## src/rtl/laplace9_approx_2.sv

```systemverilog
// ---------------------------------------------------------------------------
// laplace9_approx_2
//   Two-stage pipelined 5-point (cross) Laplacian edge filter, approximate
//   variant: s = sat(4e - b - d - f - h), computed after clearing the
//   APPROX_BITS LSBs of every input pixel.
//
//   Stage 1 : truncate operands, form 4e' and b'+d'+f'+h' (captured only
//             when in_valid is high; v1 tracks in_valid every edge).
//   Stage 2 : signed difference, saturate to [0, 2**PIX_W-1], register s.
//
//   Optional build macro LAPLACE_ABS_EN: stage 2 outputs min(|diff|, max)
//   instead of clamping negative responses to zero.
//
// Parameters
//   APPROX_BITS : LSBs cleared on every input pixel (0..4, 0 = exact)
//   PIX_W       : pixel width of inputs and output
//
// Ports
//   clk        : system clock, rising edge
//   rst_n      : asynchronous active-low reset
//   in_valid   : b, d, e, f, h carry a valid window this cycle
//   b, d, f, h : up, left, right, down neighbour pixels
//   e          : centre pixel
//   out_valid  : s holds a valid result this cycle
//   s          : filtered pixel (holds its value while out_valid is low)
// ---------------------------------------------------------------------------
module laplace9_approx_2 #(
  parameter int APPROX_BITS = 2,
  parameter int PIX_W       = 8
) (
  input  logic             clk,
  input  logic             rst_n,
  input  logic             in_valid,
  input  logic [PIX_W-1:0] b,
  input  logic [PIX_W-1:0] d,
  input  logic [PIX_W-1:0] e,
  input  logic [PIX_W-1:0] f,
  input  logic [PIX_W-1:0] h,
  output logic             out_valid,
  output logic [PIX_W-1:0] s
);

  localparam int SUM_W  = PIX_W + 2;
  localparam int DIFF_W = PIX_W + 3;

  // Keep-mask for the approximation: low APPROX_BITS bits are zero.
  localparam logic [PIX_W-1:0] KEEP_MASK = {PIX_W{1'b1}} << APPROX_BITS;

  // Largest representable output value, as a signed difference-width number.
  localparam logic signed [DIFF_W-1:0] SAT_MAX =
    $signed({3'b000, {PIX_W{1'b1}}});

  // -------------------------------------------------------------------------
  // Stage 1: operand truncation and partial sums
  // -------------------------------------------------------------------------
  logic [PIX_W-1:0] bt, dt, et, ft, ht;
  logic [SUM_W-1:0] e4_d, nsum_d;

  assign bt = b & KEEP_MASK;
  assign dt = d & KEEP_MASK;
  assign et = e & KEEP_MASK;
  assign ft = f & KEEP_MASK;
  assign ht = h & KEEP_MASK;

  assign e4_d   = {et, 2'b00};
  // Four PIX_W-bit terms fit in PIX_W+2 bits, so this sum cannot overflow.
  assign nsum_d = SUM_W'(bt) + SUM_W'(dt) + SUM_W'(ft) + SUM_W'(ht);

  logic [SUM_W-1:0] e4_q, nsum_q;
  logic             v1_q;

  // NOTE: sequential state is written with non-blocking assignments only, so
  // every register samples the pre-edge value of its neighbours.
  always_ff @(posedge clk or negedge rst_n) begin
    if (!rst_n) begin
      e4_q   <= '0;
      nsum_q <= '0;
      v1_q   <= 1'b0;
    end else begin
      v1_q <= in_valid;
      // Data registers hold while no window arrives; v1 alone marks validity.
      if (in_valid) begin
        e4_q   <= e4_d;
        nsum_q <= nsum_d;
      end
    end
  end

  // -------------------------------------------------------------------------
  // Stage 2: signed difference and saturation
  // -------------------------------------------------------------------------
  logic signed [DIFF_W-1:0] diff;
  logic signed [DIFF_W-1:0] mag;
  logic [PIX_W-1:0]         sat_d;

  // Zero-extend both operands by one bit so the subtraction is signed-safe.
  assign diff = $signed({1'b0, e4_q}) - $signed({1'b0, nsum_q});

  // NOTE: every output of this block gets a default first so no path through
  // it leaves a variable unassigned, which would infer a latch.
  always_comb begin
    sat_d = '0;
    mag   = diff;
`ifdef LAPLACE_ABS_EN
    // Negative responses become positive edge magnitude. |diff| never
    // exceeds 4*(2**PIX_W-1), which is representable in DIFF_W signed bits.
    if (diff < 0) mag = -diff;
`endif
    if (mag < 0)            sat_d = '0;
    else if (mag > SAT_MAX) sat_d = '1;
    else                    sat_d = mag[PIX_W-1:0];
  end

  always_ff @(posedge clk or negedge rst_n) begin
    if (!rst_n) begin
      out_valid <= 1'b0;
      s         <= '0;
    end else begin
      out_valid <= v1_q;
      if (v1_q) s <= sat_d;
    end
  end

endmodule

```

## config.mk

```make
export PLATFORM = sky130hd
export DESIGN_NAME = laplace9_approx_2
export DESIGN_NICKNAME = d
export VERILOG_FILES = /design/src/rtl/laplace9_approx_2.sv
export SDC_FILE = /design/constraint.sdc
export NUM_CORES = 1
export LEC_CHECK = 0
export BUFFER_PORTS_ARGS = -buffer_cell sky130_fd_sc_hd__buf_4
export CAP_MARGIN = 30
export CORE_ASPECT_RATIO = 0.7
export CORE_MARGIN = 1.5
export CORE_UTILIZATION = 24
export DETAILED_ROUTE_END_ITERATION = 6
export PLACE_DENSITY = 0.53
export SYNTH_ARGS = -nofsm -noshare
export SYNTH_HDL_FRONTEND = slang
export SYNTH_SLANG_ARGS = --single-unit
```

## constraint.sdc

```tcl
create_clock -name clk -period 3.12 [get_ports clk]
set_input_delay 0.312 -clock clk [delete_from_list [all_inputs] [get_ports clk]]
set_output_delay 0.312 -clock clk [all_outputs]
set_load 0.1 [all_outputs]
```

==> impl_metrics.csv, run 1 <==
group,metric,value,unit
outcome,status,"finished, final reports clean",
sta,finalMaxSlewViolations,0,
synth,synthCells,189,
floorplan,initial_core_util,0.2553,
cts,cts_sinks,23,
layout,syn_to_final_growth,26.04,%
sta,tns,0,ns
synth,ys_ff_latch,23,
routing,wire_per_inst,10.58,um
global_route,track_usage,0.09425,
sta,rsz0062_at_grt,"false",
routing,drc,0,
sta,skew,0.003428,ns
synth,post_synth_mux_area_share,0.05575,
cts,tritoncts,"built",
cts,cts-root-buf,"clkbuf_8",
cts,h-tree-depth,1,
flow_run,drv_cap,0,
cts,clk_pin_slew_worst_paths,0.08,ns
synth,synth_compound_area_frac,0.1270,
floorplan,die_w,105.7,um
setup_path,end_kind,"register",
routing,drt-initial-drc-count,35,
power_and_ir_drop,peakVddDrop,0.4054,mV
synth,synthSimpleGateAreaFrac,0.1143,
cts,clock_path_buffers,2,
setup_path,critical_path_arrival,2.91,ns
placed_design,dp_hpwl,2839,um
routing,first_pass_iters,4,
cts,cts_buffers,3,
floorplan,rows,25,
layout,drive_gt1_frac,0.2338,
global_route,antenna_found_initial,0,
setup_path,critPathKind,"primary input to register",
setup_path,crit_path_start_kind,"primary input",
floorplan,fp.coreArea,6944,um^2
cts,clk_latency,0.26,ns
layout,final_common_cell,"inv_1",
sta,hold_viol,0,
sta,layout_min_cycle_time,2.778,ns
synth,synth_top_family_by_area,"adder cells",
routing,wirelength,3440,um
sta,fmax,0.3600,GHz
setup_path,crit_required,3.26,ns
synth,synth.distinct_cells,39,
power_and_ir_drop,power.total,0.001787,W
synth,synth_adder_area_share,0.2414,
global_route,overflow,0,
synth,yosys_warnings,0,
synth,synth_area,1773,um^2
layout,nFillCells,774,
synth,synth_nets,259,
floorplan,die_y,74.91,um
hold_path,hold_path.class,"primary input to register",
placed_design,globalplace.congestion,0.7829,
routing,viasPerCell,4.182,
global_route,grt_pass1_vias,1307,
setup_path,critPathMaxFanout,2,
synth,ys_seq_area_frac,0.3246,
sta,worst_pin_slew,0.3562,ns
sta,finalCritPeriodShare,0.8904,
cts,cts_setup_buffers,0,
layout,diodes,0,
global_route,grt_pass1_wl,5996,um
power_and_ir_drop,powerDensity,799.7,nW/um^2
synth,synth_area_per_cell,9.381,um^2
routing,vias,1359,
synth,synth_xor_xnor_area_share,0.02470,
sta,slew_headroom,0.7625,
global_route,grt_start_max_net_pins,25,
floorplan,dieArea,7920,um^2
placed_design,io_buffers,41,
floorplan,boundaryPins,52,
layout,nets,302,
layout,final_core_util,0.3218,
sta,setup_viol,0,
layout,final_cell_mix,"48 x inv_1, 41 x buf_4, 23 x dfrtp_1, 15 x ha_1, 13 x nand2_1",
routing,ant_nets,0,
power_and_ir_drop,leakagePower,1.133,nW
==> area by class of cell <==
class / count / area, um^2 / share of cell area
timing repair buffer: 42 / 317.8 / 0.1422
multi-input combinational: 114 / 998.5 / 0.4468
tap: 94 / 117.6 / 0.05263
clock buffer: 4 / 45.04 / 0.02016
inverter: 48 / 180.2 / 0.08063
sequential: 23 / 575.6 / 0.2576
==> through the flow <==
| stage | instances | hold slack (ns) | setup WS [ns] | cell area [um^2] |
|---|---|---|---|---|
| 5_1_grt | 325 | 0.2768 | 0.2406 | 2235 |
| 3_5_place_dp | 320 | 0.2301 | 0.05081 | 2180 |
| 6_report | 325 | 0.2783 | 0.3420 | 2235 |
| 4_1_cts | 325 | 0.2681 | 0.3336 | 2235 |
| 3_3_place_gp | 320 | 0.2277 | 0.08181 | 2180 |
| 2_1_floorplan | 189 | 0.01641 | 0.2270 | 1773 |
==> worst max-delay path: stages <==
cell,delay [ns]
buf_4,0.07
inv_1,0.04
fa_1,0.50
fa_1,0.57
inv_1,0.06
ha_1,0.28
a21o_1,0.18
a21o_1,0.20
a21oi_2,0.15
nor4bb_1,0.06
or4_1,0.49
==> where the power goes <==
group	internal [W]	switching [W]
registers	0.000386	0.0000407
clock network	0.0000911	0.0000930
logic	0.000416	0.000760
==> kinds of logic (layout without fill, tap and decap cells) <==
kind of cell,count (synthesis),after routing
buffers and inverters,52,94
AND/OR/NAND/NOR,38,38
AO/OA/AOI/OAI,35,35
adder cells (fa/ha/maj),27,27
flip-flops,23,23
multiplexers,9,9
XOR/XNOR,5,5
==> synth_stat cells, drive strengths merged <==
cell     number  area (um^2)
a21o          2        15.01
a21oi         6        33.78
a31oi         1        6.260
or3           2        12.51
nor3b         2        15.01
and2          1        6.260
a211oi        1        7.510
mux2          7        78.83
fa           12        240.2
o21a          1        7.510
nor2b         2        12.51
o22ai         3        18.77
nor2          4        15.01
o2bb2ai       1        8.760
o211ai        4        30.03
o21ai        11        55.05
a21boi        2        15.01
nand3         7        35.03
nand2b        1        6.260
or4b          1        10.01
o41ai         1        8.760
nor4bb        1        10.01
mux2i         2        20.02
buf           2        11.26
nand2        13        48.80
xnor2         3        26.28
xor2          2        17.52
inv          48        180.2
ha           15        187.7
nand3b        1        7.510
dfrtp        23        575.6
clkbuf        2        7.510
or4           1        7.510
nor3          1        5.000
o31ai         1        7.510
a311o         1        11.26
and4b         1        11.26
==> flip-flops by register name (all words and copies together), names as in the netlist <==
name       cells
e4_q           6
nsum_q         8
out_valid      1
s              7
v1_q           1
==> timing repair <==
item | 4_1_cts | 5_1_grt
hold buffers | 1 | 0
gates resized for setup | 0 | 0
endpoints found under the hold margin | 23 | 0
endpoints found under the setup margin | 0 | 0
==> layer usage <==
| layer | wire (um) | global-route usage | vias to the layer above | part of all wire |
|---|---|---|---|---|
| met3 | 180 | 0.03117 | 0 | 0.052 |
| met1 | 1848 | 0.1412 | 637 | 0.54 |
| met2 | 1411 | 0.1349 | 24 | 0.41 |
| li1 | - | - | 698 | - |
| met4 | 0 | 0.01051 | 0 | 0 |
| met5 | 0 | 0 | - | 0 |
==> worst paths after layout <==
kind / startpoint / end / slack [ns] / cells after the start
setup / recovery: b[4] / nsum_q[8]$_DFFE_PN0P_ / 0.34 / 11
hold / removal: e[2] / e4_q[4]$_DFFE_PN0P_ / 0.28 / 2
setup reg to reg: e4_q[9]$_DFFE_PN0P_ / s[5]$_DFFE_PN0P_ / 0.60 / 9
hold reg to reg: e4_q[6]$_DFFE_PN0P_ / e4_q[6]$_DFFE_PN0P_ / 0.52 / 1
max in group asynchronous: rst_n / nsum_q[8]$_DFFE_PN0P_ / 2.40 / 2
min in group asynchronous: rst_n / s[5]$_DFFE_PN0P_ / 0.48 / 2
Note: power is estimated with default switching activity, not from simulation.
==> run 2, diff against run 1 <==
PLACE_DENSITY = 0.55   (was 0.53)
clock period = 2.3 ns   (was 3.12 ns; I/O delays follow)
==> impl_metrics.csv, run 2 (synthesis gave the netlist of run 1 again) <==
group,metric,value,unit
outcome,status,"finished, violations left",
outcome,violations,"negative setup slack",
hold_path,hold_path.class,"primary input to register",
power_and_ir_drop,leakagePower,1.292,nW
layout,final_cell_mix,"65 x buf_4, 45 x inv_1, 23 x dfrtp_1, 11 x nand2_1, 11 x ha_1",
hold_path,hold_path_startpoint,"e[2]",
cts,tritoncts,"built",
floorplan,die_w,105.7,um
placed_design,post_dp_cell_area,2382,um^2
routing,drt-initial-drc-count,29,
placed_design,globalplace.congestion,0.8054,
setup_path,critical_path_arrival,2.62,ns
setup_path,critPathMaxFanout,2,
layout,largest_reg_flops,8,
layout,nFillCells,736,
cts,cts_sinks,23,
power_and_ir_drop,powerDensity,1153,nW/um^2
setup_path,path_cells,"buf_8 -> inv_8 -> fa_1 -> fa_1 -> inv_1 -> ha_1 -> a21o_1 -> a21o_1 -> a21oi_2 -> and4b_2 -> or4_1",
layout,syn_to_final_growth,45.31,%
placed_design,dp_hpwl,2994,um
routing,wire_per_inst,10.79,um
global_route,grt_start_max_net_pins,25,
setup_path,rr_worst_depth,10,
floorplan,rows,25,
layout,nets,327,
layout,final_area,2576,um^2
sta,fin_ws,-0.1836,ns
cts,h-tree-depth,1,
routing,ant_nets,0,
setup_path,end_kind,"register",
hold_path,min_path_cells,2,
floorplan,dieArea,7920,um^2
global_route,grt_pass1_vias,1393,
sta,finalCritPeriodShare,1.080,
layout,largestRegisters,"nsum_q: 8 flops, s: 7 flops, e4_q: 6 flops",
setup_path,cpMaxStageDelayCell,"fa_1",
sta,worst_hold_slack,0.1866,ns
routing,drc,0,
setup_path,reg2reg_from,"nsum_q[9]$_DFFE_PN0P_",
power_and_ir_drop,peakVddDrop,0.5256,mV
setup_path,timing.rr.end,"s[5]$_DFFE_PN0P_",
layout,final_core_util,0.3710,
setup_path,crit_required,2.44,ns
global_route,overflow,0,
floorplan,initial_core_util,0.2553,
global_route,track_usage,0.1012,
setup_path,crit_path_start_kind,"primary input",
sta,layout_min_cycle_time,2.484,ns
global_route,antenna_found_initial,0,
setup_path,path_buf_inv,3,
routing,vias,1461,
sta,finalMaxSlewViolations,0,
layout,regMostFlops,"nsum_q",
layout,final_common_cell,"buf_4",
routing,wirelength,3777,um
setup_path,r2r_slack,-0.10,ns
floorplan,fp.coreArea,6944,um^2
hold_path,hold_path_end,"e4_q[4]$_DFFE_PN0P_",
layout,drive_gt1_frac,0.4219,
routing,first_pass_iters,4,
sta,setup_viol,9,
cts,clock_path_buffers,2,
setup_path,max_stage_delay,0.51,ns
floorplan,die_y,74.91,um
setup_path,cp_top_family,"adder cells",
global_route,grt_pass1_wl,6327,um
sta,worst_pin_slew,0.4694,ns
sta,hold_viol,0,
flow_run,drv_cap,0,
cts,clk_latency,0.27,ns
cts,cts-root-buf,"clkbuf_8",
cts,cts_buffers,3,
setup_path,critPathKind,"primary input to register",
routing,viasPerCell,4.174,
placed_design,io_buffers,41,
sta,fmax,0.4026,GHz
cts,clk_pin_slew_worst_paths,0.09,ns
layout,diodes,0,
sta,rsz0062_at_grt,"true",
floorplan,boundaryPins,52,
sta,slew_headroom,0.6870,
sta,skew,0.008674,ns
==> run 2: changes by cell type in the layout (fill, tap and decap cells not counted), moves of 4 or more <==
cell | previous run | this run
buf_4 | 41 | 65
o21ai_0 | 11 | 5
ha_1 | 15 | 11
o21ai_1 | 0 | 4
==> run 2: worst max-delay path by stage <==
stage,depth (start not counted),slack [ns],end,startpoint
floorplan,10,-0.37,nsum_q[8]$_DFFE_PN0P_,f[4]
global placement,11,-0.49,nsum_q[8]$_DFFE_PN0P_,f[4]
detailed placement,11,-0.52,nsum_q[8]$_DFFE_PN0P_,f[4]
CTS,11,-0.19,nsum_q[8]$_DFFE_PN0P_,f[4]
global route,11,-0.29,nsum_q[8]$_DFFE_PN0P_,f[4]
finish,11,-0.18,nsum_q[8]$_DFFE_PN0P_,f[4]
==> run 2: where the power goes <==
group	total (W)	internal, W	switching [W]
combinational	0.00213	0.000925	0.00120
sequential	0.000589	0.000524	0.0000648
clock	0.000255	0.000121	0.000134
==> run 2: stage by stage <==
stage                     power [W]  cells  setup TNS [ns]  setup slack, ns
after global placement     0.002421    344          -2.236          -0.4882
after detailed placement   0.002434    344          -2.327          -0.5223
after global routing       0.003219    350          -1.488          -0.2930
after floorplan            0.001862    189         -0.7684          -0.3683
after CTS                  0.002799    349         -0.2198          -0.1901
final                      0.002971    350         -0.4482          -0.1836
==> run 2: layer usage <==
layer,wire (um),global-route usage,vias to the layer above
li1,-,-,750
met1,1916,0.1521,674
met2,1578,0.1378,35
met3,259,0.03463,2
met5,0,0,-
met4,22,0.02252,0
==> run 2: worst register-to-register path, delay by kind of cell, from the launching register on <==
family	cells	cell delay (ns)
simple gates	1	0.51
buf+inv	1	0.08
compound gates	6	0.76
fa+ha+maj	2	0.52
flops	1	0.41
==> run 2: timing repair <==
item,CTS,global route
setup endpoints to repair,9,11
gates cloned,0,0
hold buffers,1,0
buffers inserted,0,2
gates resized for setup,15,19
pin swaps,9,11
hold endpoints to repair,23,0
==> run 2: final cells by class <==
class / instances / area (um^2) / share of cell area
inverters: 48 / 187.7 / 0.07285
multi-input cells: 114 / 1136 / 0.4410
repair buffers: 67 / 513.0 / 0.1991
flip-flops and latches: 23 / 575.6 / 0.2234
clock buffers: 3 / 41.29 / 0.01603
well taps: 94 / 117.6 / 0.04565
clock inverters: 1 / 5.005 / 0.001943
==> run 3, diff against run 2 <==
PLACE_DENSITY = default   (was 0.55)
==> impl_metrics.csv, run 3 (synthesis gave the netlist of run 1 again) <==
group,metric,value,unit
sta,hold_viol,0,
setup_path,critPathKind,"primary input to register",
placed_design,post_dp_cell_area,2360,um^2
cts,h-tree-depth,1,
routing,wirelength,3842,um
floorplan,die_w,105.7,um
setup_path,critical_path_arrival,2.65,ns
layout,drive_gt1_frac,0.3661,
floorplan,initial_core_util,0.2553,
floorplan,dieArea,7920,um^2
setup_path,crit_path_start_kind,"primary input",
layout,largestRegisters,"nsum_q: 8 flops, s: 7 flops, e4_q: 6 flops",
power_and_ir_drop,leakagePower,1.251,nW
power_and_ir_drop,switching_share,0.4801,
floorplan,rows,25,
power_and_ir_drop,clkPwrFrac,0.098,
routing,first_pass_iters,4,
cts,clk_latency,0.27,ns
sta,slew_headroom,0.7228,
global_route,antenna_found_initial,0,
cts,clock_path_buffers,2,
sta,rsz0062_at_grt,"true",
setup_path,path_cells,"buf_8 -> inv_8 -> fa_1 -> fa_1 -> inv_1 -> ha_1 -> a21o_1 -> a21o_1 -> a21oi_2 -> nor4bb_1 -> or4_1",
setup_path,critPathMaxFanout,2,
power_and_ir_drop,powerDensity,1113,nW/um^2
outcome,violations,"negative setup slack",
sta,finalCritPeriodShare,1.085,
layout,regMostFlops,"nsum_q",
cts,cts_sinks,23,
layout,largest_reg_flops,8,
cts,cts_buffers,3,
power_and_ir_drop,peakVddDrop,0.4071,mV
placed_design,dp_hpwl,3042,um
sta,skew,0.001792,ns
placed_design,globalplace.congestion,0.8528,
hold_path,hold_path.class,"primary input to register",
sta,fmax,0.4006,GHz
layout,final_common_cell,"buf_4",
floorplan,boundaryPins,52,
power_and_ir_drop,internal_power,0.001434,W
layout,final_cell_mix,"62 x buf_4, 44 x inv_1, 23 x dfrtp_1, 12 x nand2_1, 12 x ha_1",
setup_path,path_buf_inv,3,
sta,worst_pin_slew,0.4159,ns
power_and_ir_drop,combPwrFrac,0.691,
setup_path,end_kind,"register",
sta,fin_ws,-0.1961,ns
routing,drc,0,
layout,syn_to_final_growth,39.73,%
layout,final_area,2477,um^2
cts,clk_pin_slew_worst_paths,0.09,ns
placed_design,dp.cells,341,
global_route,grt_pass1_wl,6499,um
setup_path,cp_top_family,"adder cells",
routing,drt-initial-drc-count,32,
global_route,grt_start_max_net_pins,25,
outcome,status,"finished, violations left",
floorplan,die_y,74.91,um
setup_path,cpMaxStageDelayCell,"fa_1",
sta,setup_viol,8,
routing,ant_nets,0,
flow_run,drv_cap,0,
power_and_ir_drop,power_frac_seq,0.211,
layout,nets,325,
routing,wire_per_inst,11.04,um
setup_path,crit_required,2.45,ns
global_route,track_usage,0.1024,
setup_path,max_stage_delay,0.52,ns
layout,diodes,0,
cts,tritoncts,"built",
power_and_ir_drop,switching_power,0.001324,W
floorplan,fp.coreArea,6944,um^2
placed_design,io_buffers,41,
sta,finalMaxSlewViolations,0,
sta,layout_min_cycle_time,2.496,ns
global_route,overflow,0,
layout,stdcell_count,348,
global_route,grt_pass1_vias,1426,
routing,vias,1469,
cts,cts-root-buf,"clkbuf_8",
routing,viasPerCell,4.221,
-- run 3: cell count changes in the layout (fill, tap and decap cells not counted), sizes merged --
cell,change
clkbuf,+1
buf,-2
clkinv,-1
-- run 3: power groups by stage --
stage               combinational (W)  sequential [W]  clock, W
global route                  0.00209        0.000598  0.000295
detailed placement            0.00182        0.000589         0
CTS                           0.00187        0.000583  0.000278
finish                        0.00191        0.000582  0.000270
floorplan                    0.000918        0.000944         0
global placement              0.00180        0.000589         0
-- run 3: metrics by stage --
| stage | power, W | utilization | setup slack (ns) | TNS [ns] | hold WS (ns) |
|---|---|---|---|---|---|
| after floorplan | 0.001862 | - | -0.3683 | -0.7684 | -0.06559 |
| after global routing | 0.002987 | 0.3568 | -0.2911 | -1.663 | 0.1810 |
| after detailed placement | 0.002410 | 0.3398 | -0.5646 | -2.350 | 0.1507 |
| after CTS | 0.002733 | 0.3519 | -0.2103 | -0.5711 | 0.1838 |
| after global placement | 0.002388 | 0.3398 | -0.4838 | -2.028 | 0.1433 |
| final | 0.002758 | 0.3568 | -0.1961 | -0.5771 | 0.1844 |
-- run 3: layout make-up --
class,instances,area [um^2]
Clock buffer,4,45.04
Fill cell,722,4467
Inverter,48,187.7
Multi-Input combinational cell,114,1050
Sequential cell,23,575.6
Tap cell,94,117.6
Timing Repair Buffer,65,501.7
-- run 3: worst register-to-register path, stage by stage, from the launching register on --
cell and delay [ns]:
dfrtp_1 0.40, inv_2 0.08, ha_4 0.20, or4b_4 0.51, o211ai_1 0.13, o211ai_1 0.12, o211ai_1 0.11, a21oi_1 0.09
ha_2 0.39, a21boi_2 0.17, o22ai_1 0.06
-- run 3: worst paths after layout --
| path | slack (ns) | end | cells past startpoint | startpoint |
|---|---|---|---|---|
| max | -0.20 | nsum_q[8]$_DFFE_PN0P_ | 11 | f[4] |
| min | 0.18 | e4_q[9]$_DFFE_PN0P_ | 2 | e[7] |
| max reg2reg | -0.08 | s[5]$_DFFE_PN0P_ | 10 | nsum_q[9]$_DFFE_PN0P_ |
| min reg2reg | 0.52 | s[4]$_DFFE_PN0P_ | 2 | s[4]$_DFFE_PN0P_ |
| max in group asynchronous | 1.68 | e4_q[5]$_DFFE_PN0P_ | 2 | rst_n |
| min in group asynchronous | 0.39 | s[6]$_DFFE_PN0P_ | 2 | rst_n |
-- run 3: repair_timing --
| item | CTS | global route |
|---|---|---|
| resized for setup | 14 | 9 |
| hold endpoints to repair | 23 | 0 |
| setup endpoints to repair | 9 | 10 |
| pin swaps | 15 | 11 |
| hold buffers | 1 | 0 |
| setup buffers | 1 | 1 |
-- run 3: layer usage --
metal	part of all wire	track usage	vias to the layer above
li1	-	-	747
met1	0.52	0.1457	693
met2	0.44	0.1573	26
met3	0.043	0.03030	3
met4	0.0049	0.01652	0
met5	0	0	-
